`src/rtl/bf_pkg.sv`:
```
// Shared types and constants for the brainfuck stdout path.
package bf_pkg;

    localparam int DATA_W         = 8;
    localparam int DEPTH_LOG2_DEF = 3;

    typedef enum logic [1:0] {
        IDLE      = 2'd0,
        LAUNCH    = 2'd1,
        WAIT_BUSY = 2'd2,
        WAIT_DONE = 2'd3
    } ctrl_state_e;

endpackage

```
`src/rtl/bf_sync_fifo.sv`:
```
// Single-clock FIFO with extra-MSB pointers; reads are combinational from the head entry.
module bf_sync_fifo #(
    parameter int DEPTH_LOG2 = 3,
    parameter int DATA_W     = 8
) (
    input  logic                  clk,
    input  logic                  rst_n,
    input  logic                  push,
    input  logic [DATA_W-1:0]     wdata,
    input  logic                  pop,
    output logic [DATA_W-1:0]     rdata,
    output logic                  full,
    output logic                  empty,
    output logic [DEPTH_LOG2:0]   count
);

    localparam int DEPTH = 1 << DEPTH_LOG2;

    logic [DATA_W-1:0]   mem [DEPTH];
    logic [DEPTH_LOG2:0] wptr;
    logic [DEPTH_LOG2:0] rptr;
    logic                do_push;
    logic                do_pop;

    assign count   = wptr - rptr;
    assign full    = (count == (DEPTH_LOG2+1)'(DEPTH));
    assign empty   = (wptr == rptr);
    assign do_push = push && !full;
    assign do_pop  = pop && !empty;
    assign rdata   = mem[rptr[DEPTH_LOG2-1:0]];

    always_ff @(posedge clk or negedge rst_n) begin
        if (!rst_n) begin
            wptr <= '0;
            rptr <= '0;
        end else begin
            if (do_push) wptr <= wptr + 1'b1;
            if (do_pop)  rptr <= rptr + 1'b1;
        end
    end

    // Storage is not reset; clearing the pointers is enough to discard contents.
    always_ff @(posedge clk) begin
        if (do_push) mem[wptr[DEPTH_LOG2-1:0]] <= wdata;
    end

endmodule

```
`src/rtl/bf_stdout_ctrl.sv`:
```
// Buffers CPU stdout bytes and launches them one at a time onto the UART TX.
//
// state     | meaning
// IDLE      | waiting for a buffered byte and an idle UART
// LAUNCH    | tx_start high for this single cycle
// WAIT_BUSY | waiting for tx_busy to rise, bounded by BUSY_TIMEOUT
// WAIT_DONE | frame in progress, waiting for tx_busy to fall
module bf_stdout_ctrl
    import bf_pkg::*;
#(
    parameter int DEPTH_LOG2   = DEPTH_LOG2_DEF,
    parameter int DATA_W       = bf_pkg::DATA_W,
    parameter int BUSY_TIMEOUT = 15
) (
    input  logic              clk,
    input  logic              rst_n,
    input  logic [DATA_W-1:0] stdout,
    input  logic              stdout_en,
    input  logic              cpu_halt,
    output logic              cpu_stall,
    output logic [DATA_W-1:0] tx_data,
    output logic              tx_start,
    input  logic              tx_busy,
    output logic              drained,
    output logic [7:0]        overflow_cnt
);

    localparam int DEPTH = 1 << DEPTH_LOG2;
    localparam int TMR_W = $clog2(BUSY_TIMEOUT + 1);
    // WAIT_BUSY is entered one cycle after tx_start, so it lasts BUSY_TIMEOUT-1 cycles.
    localparam logic [TMR_W-1:0] TMR_LOAD = TMR_W'(BUSY_TIMEOUT - 2);

    ctrl_state_e         state;
    logic [TMR_W-1:0]    timer;
    logic [DATA_W-1:0]   fifo_rdata;
    logic                fifo_full;
    logic                fifo_empty;
    logic [DEPTH_LOG2:0] fifo_count;
    logic [DEPTH_LOG2:0] count_nxt;
    logic                push_ok;
    logic                pop_ok;

    assign push_ok   = stdout_en && !fifo_full;
    assign pop_ok    = (state == IDLE) && !fifo_empty && !tx_busy;
    assign count_nxt = fifo_count + (DEPTH_LOG2+1)'(push_ok) - (DEPTH_LOG2+1)'(pop_ok);

    bf_sync_fifo #(
        .DEPTH_LOG2 (DEPTH_LOG2),
        .DATA_W     (DATA_W)
    ) u_fifo (
        .clk   (clk),
        .rst_n (rst_n),
        .push  (stdout_en),
        .wdata (stdout),
        .pop   (pop_ok),
        .rdata (fifo_rdata),
        .full  (fifo_full),
        .empty (fifo_empty),
        .count (fifo_count)
    );

    always_ff @(posedge clk or negedge rst_n) begin
        if (!rst_n) begin
            state    <= IDLE;
            timer    <= '0;
            tx_start <= 1'b0;
            tx_data  <= '0;
        end else begin
            tx_start <= 1'b0;
            case (state)
                IDLE: begin
                    if (pop_ok) begin
                        state    <= LAUNCH;
                        tx_data  <= fifo_rdata;
                        tx_start <= 1'b1;
                    end
                end
                LAUNCH: begin
                    state <= WAIT_BUSY;
                    timer <= TMR_LOAD;
                end
                WAIT_BUSY: begin
                    if (tx_busy)            state <= WAIT_DONE;
                    else if (timer == '0)   state <= IDLE;
                    else                    timer <= timer - 1'b1;
                end
                WAIT_DONE: begin
                    if (!tx_busy) state <= IDLE;
                end
                default: state <= IDLE;
            endcase
        end
    end

    // Stall looks at next-cycle occupancy so the write landing with the stall still fits.
    always_ff @(posedge clk or negedge rst_n) begin
        if (!rst_n) begin
            cpu_stall    <= 1'b0;
            drained      <= 1'b0;
            overflow_cnt <= '0;
        end else begin
            cpu_stall <= (count_nxt >= (DEPTH_LOG2+1)'(DEPTH - 1));
            drained   <= cpu_halt && fifo_empty && (state == IDLE) && !stdout_en;
            if (stdout_en && fifo_full && (overflow_cnt != 8'hFF))
                overflow_cnt <= overflow_cnt + 8'd1;
        end
    end

endmodule

```
`config.mk`:
```
export PLATFORM = sky130hd
export DESIGN_NAME = bf_stdout_ctrl
export DESIGN_NICKNAME = d
export VERILOG_FILES = /design/src/rtl/bf_pkg.sv /design/src/rtl/bf_sync_fifo.sv /design/src/rtl/bf_stdout_ctrl.sv
export SDC_FILE = /design/constraint.sdc
export NUM_CORES = 1
export LEC_CHECK = 0
export CAP_MARGIN = 20
export CORE_UTILIZATION = 30
export DETAILED_ROUTE_END_ITERATION = 6
export GPL_TIMING_DRIVEN = 0
export HOLD_SLACK_MARGIN = 0.05
export SYNTH_ARGS = -nofsm -noshare
export SYNTH_HDL_FRONTEND = slang
export SYNTH_SLANG_ARGS = --single-unit
```
`constraint.sdc`:
```
create_clock -name clk -period 4.32 [get_ports clk]
set_clock_uncertainty 0.15 [all_clocks]
set_input_delay 0.432 -clock clk [delete_from_list [all_inputs] [get_ports clk]]
set_output_delay 0.432 -clock clk [all_outputs]
set_load 0.05 [all_outputs]
```
Word level (Yosys, flattened, before mapping)
Memory sizes are Yosys's and may differ from the RTL's. A register that Yosys moved wholly into a read port is not among the register bits.
Index checks and enable logic that the tools add are counted.
{"block": "word_totals", "mem_count": 1, "register_bits": 25, "ram_bits": 64, "out_inout_bits": 19}
{"name": "u_fifo.mem", "depth": 8, "width": 8, "rd": 1, "rd_clocked_by_memory_dff": 1, "wr": 1, "line_no": "bf_sync_fifo.sv:19", "rtl": "logic [DATA_W-1:0] mem [DEPTH];"}
{"block": "classes", "addsub": 7, "n_reduce_logical": 20, "eq_ne": 11, "order_cmp": 1, "mux": 12}
{"operator": "logical AND 1 bit", "count": 9}
{"operator": "adder 4 x 1 -> 4 bit, second input constant", "count": 2}
{"operator": "adder 8 x 1 -> 8 bit, second input constant", "count": 1}
{"operator": "two-way mux 2 bit", "count": 4}
{"operator": "two-way mux 4 bit", "count": 2}
{"operator": "inequality test 2 bit, second input constant", "count": 4}
{"operator": "inequality test 8 bit, second input constant", "count": 1}
{"operator": "one-hot mux 2 bit (4 select lines)", "count": 1}
{"operator": "one-hot mux 4 bit (2 select lines)", "count": 1}
{"operator": "AND reduction 3 bit", "count": 2}
{"operator": "logical NOT 1 bit", "count": 5}
{"operator": "adder 4 x 1 -> 4 bit", "count": 1}
{"operator": "equality test 2 bit, second input constant", "count": 2}
{"operator": "equality test 4 bit", "count": 1}
{"operator": "equality test 4 bit, second input constant", "count": 1}
{"operator": "greater-or-equal comparator 4 x 3 -> 1 bit, second input constant", "count": 1}
{"operator": "logical NOT 4 bit", "count": 1}
{"operator": "two-way mux 1 bit", "count": 4}
{"operator": "subtractor 4 x 1 -> 4 bit", "count": 1}
{"operator": "subtractor 4 x 1 -> 4 bit, second input constant", "count": 1}
{"operator": "subtractor 4 bit", "count": 1}
{"operator": "inequality test 3 bit, second input constant", "count": 1}
{"operator": "equality test 2 x 1 -> 1 bit, second input constant", "count": 1}
{"operator": "logical NOT 2 bit", "count": 1}
{"operator": "other kinds (2)", "count": 2}

Longest topological paths before layout
{"block": "depth", "ltp_word": 7, "depth_mapped": 18, "mapped_depth_nobuf": 17}

Cells and area by module
Synthesis repeated with hierarchy kept, for this count alone.
{"block": "unflattened", "hier_cells": 284, "hier_area_um2": 4301.6}
{"mod": "bf_sync_fifo", "n_inst": 1, "area_each_um2": 3025.4, "seq_area_each_um2": 2122.0, "cells_per_inst": 171}
{"mod": "bf_stdout_ctrl", "n_inst": 1, "area_each_um2": 1276.2, "seq_area_each_um2": 625.6, "cells_per_inst": 113}

Least setup slack after synthesis
No wires, ideal clock.
{"block": "synth_path", "path_kind": "register to register", "start": "register u_fifo.rptr[1]", "end": "register cpu_stall", "arrival_ns": 3.016, "required_ns": 4.048, "setup_slack_ns": 1.033, "stages_incl_launch_ff": 19, "path_cell_list": "dfrtp_1 -> buf_6 -> buf_6 -> inv_1 -> ha_1 -> a21o_1 -> a21oi_1 -> xor2_1 -> ha_1 -> nand3b_1 -> and2_4 -> inv_2 -> ha_1 -> inv_1 -> ha_1 -> fa_1 -> xor2_1 -> nand3_1 -> nand2_1"}
{"block": "synth_between", "elab_chain_len": 7, "elab_cells_between_ends": 11, "classes_between": "add/sub (3); order compare (1); eq/ne (2); reduce/logical (5)"}
{"element": "from (decl)", "line_no": "bf_sync_fifo.sv:21", "rtl": "logic [DEPTH_LOG2:0] rptr;"}
{"element": "from (signal assigned)", "line_no": "bf_sync_fifo.sv:38", "rtl": "if (do_pop) rptr <= rptr + 1'b1;"}
{"element": "subtractor 4 bit", "line_no": "bf_sync_fifo.sv:25", "rtl": "assign count = wptr - rptr;"}
{"element": "equality test 4 bit", "line_no": "bf_sync_fifo.sv:26", "rtl": "assign full = (count == (DEPTH_LOG2+1)'(DEPTH));"}
{"element": "logical NOT 1 bit", "line_no": "bf_stdout_ctrl.sv:43", "rtl": "assign push_ok = stdout_en && !fifo_full;"}
{"element": "logical AND 1 bit", "line_no": "bf_stdout_ctrl.sv:43"}
{"element": "adder 4 x 1 -> 4 bit", "line_no": "bf_stdout_ctrl.sv:45", "rtl": "assign count_nxt = fifo_count + (DEPTH_LOG2+1)'(push_ok) - (DEPTH_LOG2+1)'(pop_ok);"}
{"element": "subtractor 4 x 1 -> 4 bit (*)", "line_no": "bf_stdout_ctrl.sv:45"}
{"element": "greater-or-equal comparator 4 x 3 -> 1 bit (*)", "line_no": "bf_stdout_ctrl.sv:102", "rtl": "cpu_stall <= (count_nxt >= (DEPTH_LOG2+1)'(DEPTH - 1));"}
{"element": "to (signal assigned)", "line_no": "bf_stdout_ctrl.sv:102"}
{"element": "to (decl)", "line_no": "bf_stdout_ctrl.sv:20", "rtl": "output logic cpu_stall,"}
Mark *: on every way between the ends. The rest lies on a longest branch, timed or not.
A chain may end at the register's enable or synchronous reset.

Worst setup path after layout
Same ends and word-level chain as after synthesis.

==> metrics <==
Slew @ Worst Pin 1.07 ns; largest net degree at the start of global routing 34; Unique masters post-synth 41; Core Footprint 13400 um^2; die area 14400 um^2; Worst Setup Slack, final 0.769 ns; Mapped Nets 290; f_max 282 MHz; Worst slew margin 28.4%; GP Congestion 0.720; fin cells 489; Area Growth Syn to Fin 20.7%; DR iter-0 viols 177; prevailing post-synth register cell edfxtp_1; global route overflow 0; Post-DP HPWL 5200 um; post-layout util 37.5%; Worst Path Buf+Inv 5; power consumption 3.84 mW; Cell Area, Synth 4170 um^2; required time of the worst setup path 4.41 ns; sw frac 36.8%; Int Power 2.43 mW; # resized after CTS 0; pre-CTS setup slack 0.755 ns; share of total power in the clock network 21.5%; vias in the first global route 2377; slowest CP cell fa_1; CTS tree done; critical path class register to register; Yosys reg bits 97; fillers 1273; CP Max Fanout 10; Clock Path Buffers 2; outcome completed; Combinational Power Share 43.0%; Die Wd 120 um; root buf cell clkbuf_16; io pins 32; Yosys top cell area share 46.1%; Initial Util 31.1%; via count 2258; clock sinks 97; post-route setup TNS 0 ns; final worst-path cycle share 82.2%; cell family with most CP delay adder cells; asr flop ratio synth 34.0%; initial antenna violation count 0; clock slew at reported path FFs 0.06 ns; finished layout cell area 5030 um^2; Post-synth EDFFs 64; row cnt 42; drt pass-1 iters 4; CTS Buf Count 9; Seq/Total Area, Yosys 65.9%; smallest hold slack 0.355 ns; Avg WL per Cell 16.0 um; YS warnings 0; DIE HEIGHT 120 um; Residual DRC 0; htree depth 3; Mapped Cells 263; top post-synthesis cells by area edfxtp_1, dfrtp_1, mux4_1; Hold Violations, Final 0; Port Buffers 31; crit-path most repeated cell ha_1; RSZ-0062 raised after global routing false; Antenna Nets Post-Route 0; area of placed instances 4710 um^2; Layout Nets 335; top cell type by total area after synthesis edfxtp_1; sequential power share 35.5%; P per Cell Area 764 nW/um^2; placed insts 472; Multi-input gate area 1280 um^2; WP data arrival 3.64 ns; syn_area_per_cell 15.8 um^2; Leakage 1.87 nW; vias per std cell 4.62; Final setup viols 0; worst stage delay on the critical path 0.40 ns; final WL 7850 um; min Tclk post-route 3.55 ns; number of max-cap violations 0; gr usage total 12.3%; startpoint types register; ratio of cells with drive above 1 in the final layout 14.4%; fin. max-slew vios 0; CP cell instances buf_6 > buf_6 > inv_1 > ha_1 > a21o_1 > a21oi_1 > xor2_1 > ha_1 > nand3b_1 > and2_4 > inv_2 > ha_1 > inv_1 > ha_1 > fa_1 > xor2_1 > nand3_1 > nand2_1; clock latency on the worst-skew pair 0.35 ns; worst hold path type register to register; first-pass GRT wire length 12700 um; # diodes 0; Reg area 2750 um^2; VDD IR-drop max 0.273 mV; sw power 1.41 mW; crit end category register
[synthesized netlist by cell type (2+ instances only)]
cell type,number
nor2_1,14
mux4_2,8
o21ai_0,2
nand2_1,33
mux4_1,8
edfxtp_1,64
dfrtp_1,33
nand3_1,7
ha_1,12
xor2_1,6
nand2b_1,3
nor3_1,5
mux2_2,2
inv_1,11
a21oi_1,2
xnor2_1,11
nand4_1,5
a31oi_1,8
fa_1,2
inv_2,2
buf_6,4
a21o_1,2
[power by group through the flow]
stage,Sequential [mW],Clock [mW],Combinational (mW)
after global routing,1.39,0.882,1.86
after floorplan,1.56,0,1.04
after global placement,1.38,0,1.64
final,1.37,0.824,1.65
after detailed placement,1.39,0,1.68
after CTS,1.37,0.845,1.69
[worst register-to-register path: stages, from the launching register on]
cell,delay (ns)
dfrtp_1,0.36
buf_6,0.17
buf_6,0.18
inv_1,0.10
ha_1,0.32
a21o_1,0.16
a21oi_1,0.17
xor2_1,0.09
ha_1,0.20
nand3b_1,0.09
and2_4,0.18
inv_2,0.06
ha_1,0.27
inv_1,0.04
ha_1,0.21
fa_1,0.40
xor2_1,0.17
nand3_1,0.08
nand2_1,0.05
[final timing paths]
| path | startpoint | endpoint | slack (ns) | cells past startpoint |
|---|---|---|---|---|
| hold / removal | overflow_cnt[5] | overflow_cnt[5] | 0.36 | 1 |
| min in group asynchronous | rst_n | overflow_cnt[4] | 0.56 | 2 |
| setup / recovery | u_fifo.rptr[1] | cpu_stall | 0.77 | 18 |
| hold reg to reg | overflow_cnt[5] | overflow_cnt[5] | 0.36 | 1 |
| max in group asynchronous | rst_n | timer[3] | 2.96 | 2 |
| setup reg to reg | u_fifo.rptr[1] | cpu_stall | 0.77 | 18 |
[final cells by class]
cell class	count	area share, %
Timing Repair Buffer	34	6.57
Inverter	14	1.04
Clock inverter	4	1.12
Tap cell	176	4.38
Buffer	7	1.67
Multi-Input combinational cell	145	25.5
Sequential cell	97	54.6
Clock buffer	12	5.10
[registers in the layout (all words and copies together) (netlist names)]
name and cells:
cpu_stall 1, drained 1, overflow_cnt 8, state 2, timer 4, tx_data 8
tx_start 1, u_fifo.mem 64, u_fifo.rptr 4, u_fifo.wptr 4
[metal layers]
| metal | global-route usage, % | wire [um] | vias to the layer above |
|---|---|---|---|
| li1 | - | - | 1063 |
| met1 | 14.8 | 3370 | 1140 |
| met2 | 20.2 | 3950 | 45 |
| met3 | 4.23 | 374 | 10 |
| met4 | 4.77 | 156 | 0 |
| met5 | 0 | 0 | - |
[placed cells by master (no fill, tap or decap), types with 2 or more instances in the layout]
cell / synthesis / final
buf_4: 0 / 2
clkbuf_16: 0 / 9
fa_1: 2 / 2
nand4_1: 5 / 5
mux4_1: 8 / 8
o21ai_0: 2 / 2
inv_1: 11 / 11
xnor2_1: 11 / 11
xor2_1: 6 / 6
mux4_2: 8 / 8
ha_1: 12 / 12
buf_2: 1 / 2
buf_6: 4 / 4
a21o_1: 2 / 2
inv_6: 0 / 2
clkbuf_8: 1 / 3
inv_2: 2 / 2
nand2_1: 33 / 33
a31oi_1: 8 / 8
a21oi_1: 2 / 2
nor2_1: 14 / 14
nand3_1: 7 / 7
dfrtp_1: 33 / 33
nand2b_1: 3 / 3
nor3_1: 5 / 5
mux2_2: 2 / 2
edfxtp_1: 64 / 64
clkdlybuf4s50_1: 0 / 30
[kinds of logic after synthesis]
| logic type | count (synthesis) | share of synthesized area (%) |
|---|---|---|
| compound gates | 16 | 2.91 |
| mux | 18 | 9.91 |
| buf+inv | 21 | 3.27 |
| fa+ha+maj | 14 | 4.56 |
| xor+xnor | 19 | 4.35 |
| simple gates | 78 | 9.04 |
| flops | 97 | 65.9 |
[repair_timing]
action                                  4_1_cts  5_1_grt
hold buffers                                  1        0
endpoints found under the setup margin        0        0
buffers inserted                              0        0
hold endpoints to repair                     33        0
Power figures use the tool's default switching activity.
